## config.mk

```make
export PLATFORM = sky130hd
export DESIGN_NAME = univ_shift_reg_n
export DESIGN_NICKNAME = d
export VERILOG_FILES = /design/src/rtl/shreg_pkg.sv /design/src/rtl/shreg_step.sv /design/src/rtl/univ_shift_reg_n.sv
export SDC_FILE = /design/constraint.sdc
export NUM_CORES = 1
export LEC_CHECK = 0
export ABC_CLOCK_PERIOD_IN_PS = 2000
export CAP_MARGIN = 25
export CORE_ASPECT_RATIO = 1.75
export CORE_UTILIZATION = 36
export DETAILED_ROUTE_END_ITERATION = 10
export GPL_ROUTABILITY_DRIVEN = 0
export SYNTH_ARGS = -nofsm -noshare
export SYNTH_HDL_FRONTEND = slang
export SYNTH_SLANG_ARGS = --single-unit
```

## constraint.sdc

```tcl
create_clock -name CLK -period 2 [get_ports CLK]
set_input_delay 0.3 -clock CLK [delete_from_list [all_inputs] [get_ports CLK]]
set_output_delay 0.3 -clock CLK [all_outputs]
set_load 0.02 [all_outputs]
```

## src/rtl/shreg_pkg.sv

```systemverilog
// Shared encodings for the universal shift register: step modes, shift direction and FSM states.
package shreg_pkg;

    localparam logic [1:0] MODE_SHIFT = 2'b00;
    localparam logic [1:0] MODE_ROT   = 2'b01;
    localparam logic [1:0] MODE_LOAD  = 2'b10;
    localparam logic [1:0] MODE_ASH   = 2'b11;

    localparam logic DIR_RIGHT = 1'b1;
    localparam logic DIR_LEFT  = 1'b0;

    localparam logic [0:0] ST_IDLE = 1'b0;
    localparam logic [0:0] ST_RUN  = 1'b1;

    // Step configuration latched at START and held for the whole run.
    typedef struct packed {
        logic [1:0] mode;
        logic       dir;
    } step_cfg_t;

endpackage

```

## src/rtl/shreg_step.sv

```systemverilog
// One-position step of the universal shift register (purely combinational).
// The legacy single-step path and the multi-step RUN path both use it.
module shreg_step
    import shreg_pkg::*;
#(
    parameter int WIDTH = 8
) (
    input  logic [WIDTH-1:0] q,
    input  logic [1:0]       modo,
    input  logic             dir,
    input  logic             s_in,
    input  logic [WIDTH-1:0] d,
    output logic [WIDTH-1:0] q_nxt,
    output logic             ej
);

    logic fill;

    always_comb begin
        ej   = (dir == DIR_RIGHT) ? q[0] : q[WIDTH-1];
        fill = s_in;
        case (modo)
            MODE_SHIFT: fill = s_in;
            MODE_ROT:   fill = ej;
            MODE_ASH:   fill = (dir == DIR_RIGHT) ? q[WIDTH-1] : 1'b0;
            default:    fill = s_in;
        endcase

        if (modo == MODE_LOAD)
            q_nxt = d;
        else if (dir == DIR_RIGHT)
            q_nxt = {fill, q[WIDTH-1:1]};
        else
            q_nxt = {q[WIDTH-2:0], fill};
    end

endmodule

```

## src/rtl/univ_shift_reg_n.sv

```systemverilog
// WIDTH-bit universal shift register: legacy single steps plus a START/AMT
// multi-step command with BUSY/DONE handshake. All outputs are registered.
module univ_shift_reg_n
    import shreg_pkg::*;
#(
    parameter int WIDTH = 8,
    parameter int CNT_W = $clog2(WIDTH + 1)
) (
    input  logic             CLK,
    input  logic             RST,
    input  logic             ENB,
    input  logic             DIR,
    input  logic             S_IN,
    input  logic [1:0]       MODO,
    input  logic [WIDTH-1:0] D,
    input  logic             START,
    input  logic [CNT_W-1:0] AMT,
    output logic [WIDTH-1:0] Q,
    output logic             S_OUT,
    output logic             BUSY,
    output logic             DONE
);

    logic [0:0]       st;
    logic [CNT_W-1:0] cnt;
    step_cfg_t        cfg;
    step_cfg_t        cfg_eff;
    logic [WIDTH-1:0] q_nxt;
    logic             ej;

    // In RUN the step uses the configuration latched at START, not the live pins.
    assign cfg_eff = (st == ST_RUN) ? cfg : step_cfg_t'{mode: MODO, dir: DIR};

    shreg_step #(.WIDTH(WIDTH)) u_step (
        .q     (Q),
        .modo  (cfg_eff.mode),
        .dir   (cfg_eff.dir),
        .s_in  (S_IN),
        .d     (D),
        .q_nxt (q_nxt),
        .ej    (ej)
    );

    assign BUSY = (st == ST_RUN);

    always_ff @(posedge CLK) begin
        if (RST) begin
            st    <= ST_IDLE;
            cnt   <= '0;
            cfg   <= '0;
            Q     <= '0;
            S_OUT <= 1'b0;
            DONE  <= 1'b0;
        end else if (ENB) begin
            DONE <= 1'b0;
            case (st)
                ST_IDLE: begin
                    if (START) begin
                        if (MODO == MODE_LOAD) begin
                            Q    <= D;
                            DONE <= 1'b1;
                        end else if (AMT == '0) begin
                            DONE <= 1'b1;
                        end else begin
                            cfg <= step_cfg_t'{mode: MODO, dir: DIR};
                            cnt <= AMT;
                            st  <= ST_RUN;
                        end
                    end else begin
                        Q <= q_nxt;
                        if (MODO != MODE_LOAD)
                            S_OUT <= ej;
                    end
                end
                default: begin
                    Q     <= q_nxt;
                    S_OUT <= ej;
                    cnt   <= cnt - 1'b1;
                    if (cnt == CNT_W'(1)) begin
                        st   <= ST_IDLE;
                        DONE <= 1'b1;
                    end
                end
            endcase
        end
    end

endmodule

```

=== Yosys cells after proc, flatten, opt, wreduce, memory -nomap -nowiden ===
Index checks and enable logic that the tools add are counted.

* Word-level logic and storage cells: 54
* Bits of input ports: 20
* Register bits after elaboration: 18

* Bitwise operators: 3
* Equality and inequality tests: 10
* Muxes and demuxes: 26
* Add/subtract/negate cells: 1
* Reduce and logical (&&, ||, !) cells: 7

{| class="wikitable"
|+ Operators by type and width
! kind !! count
|-
| 2-to-1 mux 8 bit || 5
|-
| 2-to-1 mux 4 bit || 4
|-
| 2-to-1 mux 1 bit || 15
|-
| == test 2 bit (second input constant) || 3
|-
| != test 2 bit (second input constant) || 3
|-
| AND reduction 5 bit || 1
|-
| == test 4 x 1 -> 1 bit (second input constant) || 1
|-
| logical NOT 4 bit || 1
|-
| AND reduction 4 bit || 1
|-
| nonzero test 2 bit || 2
|-
| subtractor 4 x 1 -> 4 bit (second input constant) || 1
|-
| 2-to-1 mux 3 bit || 1
|-
| != test 3 x 1 -> 1 bit (second input constant) || 1
|-
| NOT 1 bit || 3
|-
| AND reduction 3 bit || 1
|-
| == test 2 x 1 -> 1 bit (second input constant) || 1
|-
| != test 2 x 1 -> 1 bit (second input constant) || 1
|-
| one-hot mux 1 bit (2 select lines) || 1
|-
| AND reduction 2 bit || 1
|}

=== Longest topological paths before layout ===
* Word-level depth: 7
* Gate-level depth with buffers: 7
* Mapped depth without buffers: 6

=== Modules after synthesis ===
From an unflattened synthesis, not the netlist that was laid out.

* Cell total of the unflattened synthesis: 139
* Area, all modules: 1226.2 um2

{| class="wikitable"
|+ Modules (own cells, without submodules)
! module !! cells each !! sequential area each (um2) !! area an instance (um2) !! times used
|-
| univ_shift_reg_n || 103 || 360.3 || 978.4 || 1
|-
| shreg_step || 36 || 0.0 || 247.7 || 1
|}

=== Least setup slack after synthesis ===
No wires, ideal clock.

* Path kind: reg-to-reg
* From: reg st, in the netlist BUSY
* To: reg Q[7]
* Data arrival time: 1560 ps
* Data required time: 1872 ps
* Clock period less this slack: 1687 ps
* Buffers on the path: 1
* Setup time: 128 ps
* Cell stages (with the launch flop): 7
* Path slack: 313 ps
* Path through: dfxtp_1 > buf_6 > mux2i_1 > mux2_2 > a211oi_1 > a2111oi_0 > o21bai_1

* Longest elaborated chain between the ends: 7
* Elaborated cells between the ends (all ways): 13
* Classes of those cells: eq/ne (4); mux (8); reduce/logical (1)

{| class="wikitable"
|+ Ends and longest elaborated chain
! what !! line !! source
|-
| start, declared || univ_shift_reg_n.sv:24 || <nowiki>logic [0:0] st;</nowiki>
|-
| start signal, assigned || univ_shift_reg_n.sv:48 || <nowiki>st <= ST_IDLE;</nowiki>
|-
| start signal, assigned || univ_shift_reg_n.sv:67 || <nowiki>st <= ST_RUN;</nowiki>
|-
| start signal, assigned || univ_shift_reg_n.sv:80 || <nowiki>st <= ST_IDLE;</nowiki>
|-
| 2-to-1 mux 3 bit || univ_shift_reg_n.sv:32 || <nowiki>assign cfg_eff = (st == ST_RUN) ? cfg : step_cfg_t'{mode: MODO, dir: DIR};</nowiki>
|-
| == test 2 bit (tied with other cells) || shreg_step.sv:22 || <nowiki>case (modo)</nowiki>
|-
| one-hot mux 1 bit (2 select lines) || shreg_step.sv:22 ||
|-
| 2-to-1 mux 8 bit || shreg_step.sv:31 || <nowiki>else if (dir == DIR_RIGHT)</nowiki>
|-
| 2-to-1 mux 8 bit || shreg_step.sv:29 || <nowiki>if (modo == MODE_LOAD)</nowiki>
|-
| 2-to-1 mux 8 bit || univ_shift_reg_n.sv:58 || <nowiki>if (START) begin</nowiki>
|-
| 2-to-1 mux 8 bit || univ_shift_reg_n.sv:56 || <nowiki>case (st)</nowiki>
|-
| end signal, assigned || univ_shift_reg_n.sv:70 || <nowiki>Q <= q_nxt;</nowiki>
|-
| end signal, assigned || univ_shift_reg_n.sv:76 || <nowiki>Q <= q_nxt;</nowiki>
|-
| end, declared || univ_shift_reg_n.sv:18 || <nowiki>output logic [WIDTH-1:0] Q,</nowiki>
|}

Parallel ways exist; a longest one is shown, timed or not.
A chain may end at the register's enable or synchronous reset.

=== Final worst setup path ===
* From: reg st, in the netlist BUSY
* To: out BUSY

{| class="wikitable"
|+ RTL lines
! what !! line !! source
|-
| end, declared || univ_shift_reg_n.sv:20 || <nowiki>output logic BUSY,</nowiki>
|}

No word-level cell between the ends.

==> impl_metrics.env <==
export IMPL_synth_common_cells="dfxtp_1, mux2i_1, nor2_1, nand2b_1, inv_1"
export IMPL_numCtsBuffers=3
export IMPL_post_route_period_util_pct=92.59
export IMPL_die_area_sq_um=3735
export IMPL_grt_overflow=0
export IMPL_yosysWarnings=0
export IMPL_layout_nets=199
export IMPL_fin_ws_ns=0.1482
export IMPL_routed_via_density=5.136
export IMPL_syn_area_sq_um=1255
export IMPL_setup_viol_count_final=0
export IMPL_hold_path_endpoint="cnt[3]$_SDFFE_PP0P_"
export IMPL_critPathKind="reg -> out"
export IMPL_worst_hold_slack_ns=0.4864
export IMPL_rows=28
export IMPL_cp_max_fo=11
export IMPL_dp_cells=217
export IMPL_synth_seq_cells=18
export IMPL_yosysMostFrequentCell="dfxtp_1"
export IMPL_vias=1130
export IMPL_clkTransAtPathRegs_ns=0.06
export IMPL_drive_above_1_share_pct=19.43
export IMPL_routedWlPerCell_microns=13.88
export IMPL_synth_edff_count=0
export IMPL_ys_flop_type="dfxtp_1"
export IMPL_seq_area_frac_synth_pct=28.71
export IMPL_regArea_sq_um=360.3
export IMPL_cp_end_kind="output port"
export IMPL_cts_hold_buf=0
export IMPL_core_area_sq_um=3363
export IMPL_slew_viol_final=0
export IMPL_boundaryPins=31
export IMPL_fmax_ghz=0.5400
export IMPL_clk_latency_ns=0.25
export IMPL_antenna_found_initial=0
export IMPL_min_period_ns=1.852
export IMPL_track_usage_pct=18.40
export IMPL_drc=0
export IMPL_rr_worst_depth=5
export IMPL_drtIter0Drc=22
export IMPL_status="finished, final reports clean"
export IMPL_dpl_hpwl_microns=2404
export IMPL_area_growth_pct=33.40
export IMPL_reg2reg_slack_ns=0.17
export IMPL_die_h_microns=80.11
export IMPL_worst_pin_slew_ns=0.3810
export IMPL_synth_area_leader_cell="dfxtp_1"
export IMPL_grt_max_degree=19
export IMPL_slew_headroom_pct=74.05
export IMPL_num_antenna_cells=0
export IMPL_p_per_area_nw_per_um2=574.0
export IMPL_skew_ns=0.002529
export IMPL_max_cap_violations=0
export IMPL_htreeDepth=1
export IMPL_syn_num_nets=160
export IMPL_n_fill_cell=354
export IMPL_vdd_ir_drop_max_uv=320.7
export IMPL_timing_rr_start="BUSY$_SDFFE_PP0P_"
export IMPL_p_leak_nw=0.6397
export IMPL_portBuffers=30
export IMPL_place_ws_ns=-0.09064
export IMPL_synth_area_leaders="dfxtp_1, mux2i_1, mux2_2, nand2b_1, buf_6"
export IMPL_critical_path_arrival_ns=1.55
export IMPL_cts_root_buffer="clkbuf_8"
export IMPL_post_cts_buffers=0
export IMPL_drt_pass1_iter_count=4
export IMPL_hold_path_cell_count=2
export IMPL_stdcell_count=220
export IMPL_max_clock_path_buffers=2
export IMPL_grt_pass1_wl_microns=5043
export IMPL_synth_largest_type_area_fraction_pct=28.71
export IMPL_grt_pass1_vias=1171
export IMPL_die_w_microns=46.63
export IMPL_cts_repair_resized=0
export IMPL_wirelength_microns=3053
export IMPL_yosysUniqueCellTypes=44
export IMPL_cts_tree="done"
export IMPL_critical_path_startpoint_type="flop"
export IMPL_hold_class="reg -> reg"
export IMPL_multi_input_comb_area_sq_um=772.0
export IMPL_ant_nets=0
export IMPL_rsz0062_at_grt="false"
export IMPL_syn_instance_count=138
export IMPL_hold_start="cnt[3]$_SDFFE_PP0P_"
export IMPL_initial_core_util_pct=37.31
export IMPL_finalHoldViolations=0
export IMPL_async_flop_share_pct=0
export IMPL_clkSinkCount=18
export IMPL_avgSynthCellArea_sq_um=9.094
export IMPL_required_ns=1.70
export IMPL_reg2reg_to="Q[6]$_SDFFE_PP0P_"
## logic make-up after synthesis
logic type | count (synthesis) | synth area share, %
flip-flops | 18 | 28.71
buffers and inverters | 18 | 9.769
adder cells (fa/ha/maj) | 2 | 1.994
multiplexers | 22 | 19.64
AO/OA/AOI/OAI | 34 | 18.45
AND/OR/NAND/NOR | 44 | 21.44
## how the worst max path moves through the flow
stage               cells after the start  slack [ns]         startpoint             endpoint
floorplan                               6        0.31  BUSY$_SDFFE_PP0P_    Q[7]$_SDFFE_PP0P_
finish                                  2        0.15  BUSY$_SDFFE_PP0P_                 BUSY
CTS                                     2        0.13  BUSY$_SDFFE_PP0P_                 BUSY
global placement                        6       -0.04            MODO[0]  cfg[2]$_SDFFE_PP0P_
global route                            5        0.02  BUSY$_SDFFE_PP0P_    Q[2]$_SDFFE_PP0P_
detailed placement                      6       -0.09            MODO[0]  cfg[1]$_SDFFE_PP0P_
## layout by cell type, fill, tap and decap left out, types with 2 or more instances in the layout
| cell type | Yosys | routed |
|---|---|---|
| a31oi_1 | 2 | 2 |
| clkdlybuf4s50_1 | 0 | 30 |
| mux2i_1 | 13 | 13 |
| ha_1 | 2 | 2 |
| o21bai_1 | 2 | 2 |
| clkbuf_8 | 1 | 3 |
| nor3_1 | 2 | 2 |
| nor2_1 | 12 | 12 |
| a21oi_1 | 6 | 6 |
| buf_4 | 2 | 12 |
| o22ai_1 | 6 | 6 |
| o21ai_0 | 6 | 6 |
| mux2_2 | 7 | 7 |
| a211oi_1 | 2 | 2 |
| inv_1 | 9 | 9 |
| a311oi_1 | 2 | 2 |
| nand3_1 | 4 | 4 |
| nor2b_1 | 2 | 2 |
| nand2_1 | 2 | 2 |
| dfxtp_1 | 18 | 18 |
| nand2b_1 | 10 | 10 |
## worst max-delay path, cell delays in order, from the launching register on
cell and delay (ns):
dfxtp_1 0.52, buf_12 0.19, clkdlybuf4s50_1 0.60
## power by group
part           total [mW]  internal, mW  switching, mW
registers           0.412         0.383         0.0284
logic               0.301         0.166          0.135
clock network       0.248         0.134          0.115
## area by class of cell
type / instances / area share, %
well taps: 45 / 3.363
inverters: 9 / 2.018
multi-input cells: 102 / 46.11
flip-flops and latches: 18 / 21.52
clock buffers: 3 / 2.466
repair buffers: 43 / 24.51
## flip-flops by register name, indices dropped and copies added, names as in the netlist
signal,count
cfg,3
DONE,1
S_OUT,1
Q,8
cnt,4
BUSY,1
## routing by layer
layer  track usage (%)  vias up  share of wire [%]
met5                 0        -                  0
met3             2.921        4                3.9
met1             19.64      525                 38
met2             32.64       33                 56
li1                  -      568                  -
met4             9.143        0                1.9
## stage by stage
stage                TNS, ns  total power, mW  instance area [sq um]  util (%)
floorplan                  0           0.6056                   1255         -
global placement    -0.09732           0.7195                   1633     48.55
detailed placement   -0.2924           0.7219                   1633     48.55
CTS                        0           0.9767                   1674     49.78
global route               0            1.025                   1674     49.78
finish                     0           0.9609                   1674     49.78
No activity file was read; power rests on OpenSTA's default activity.
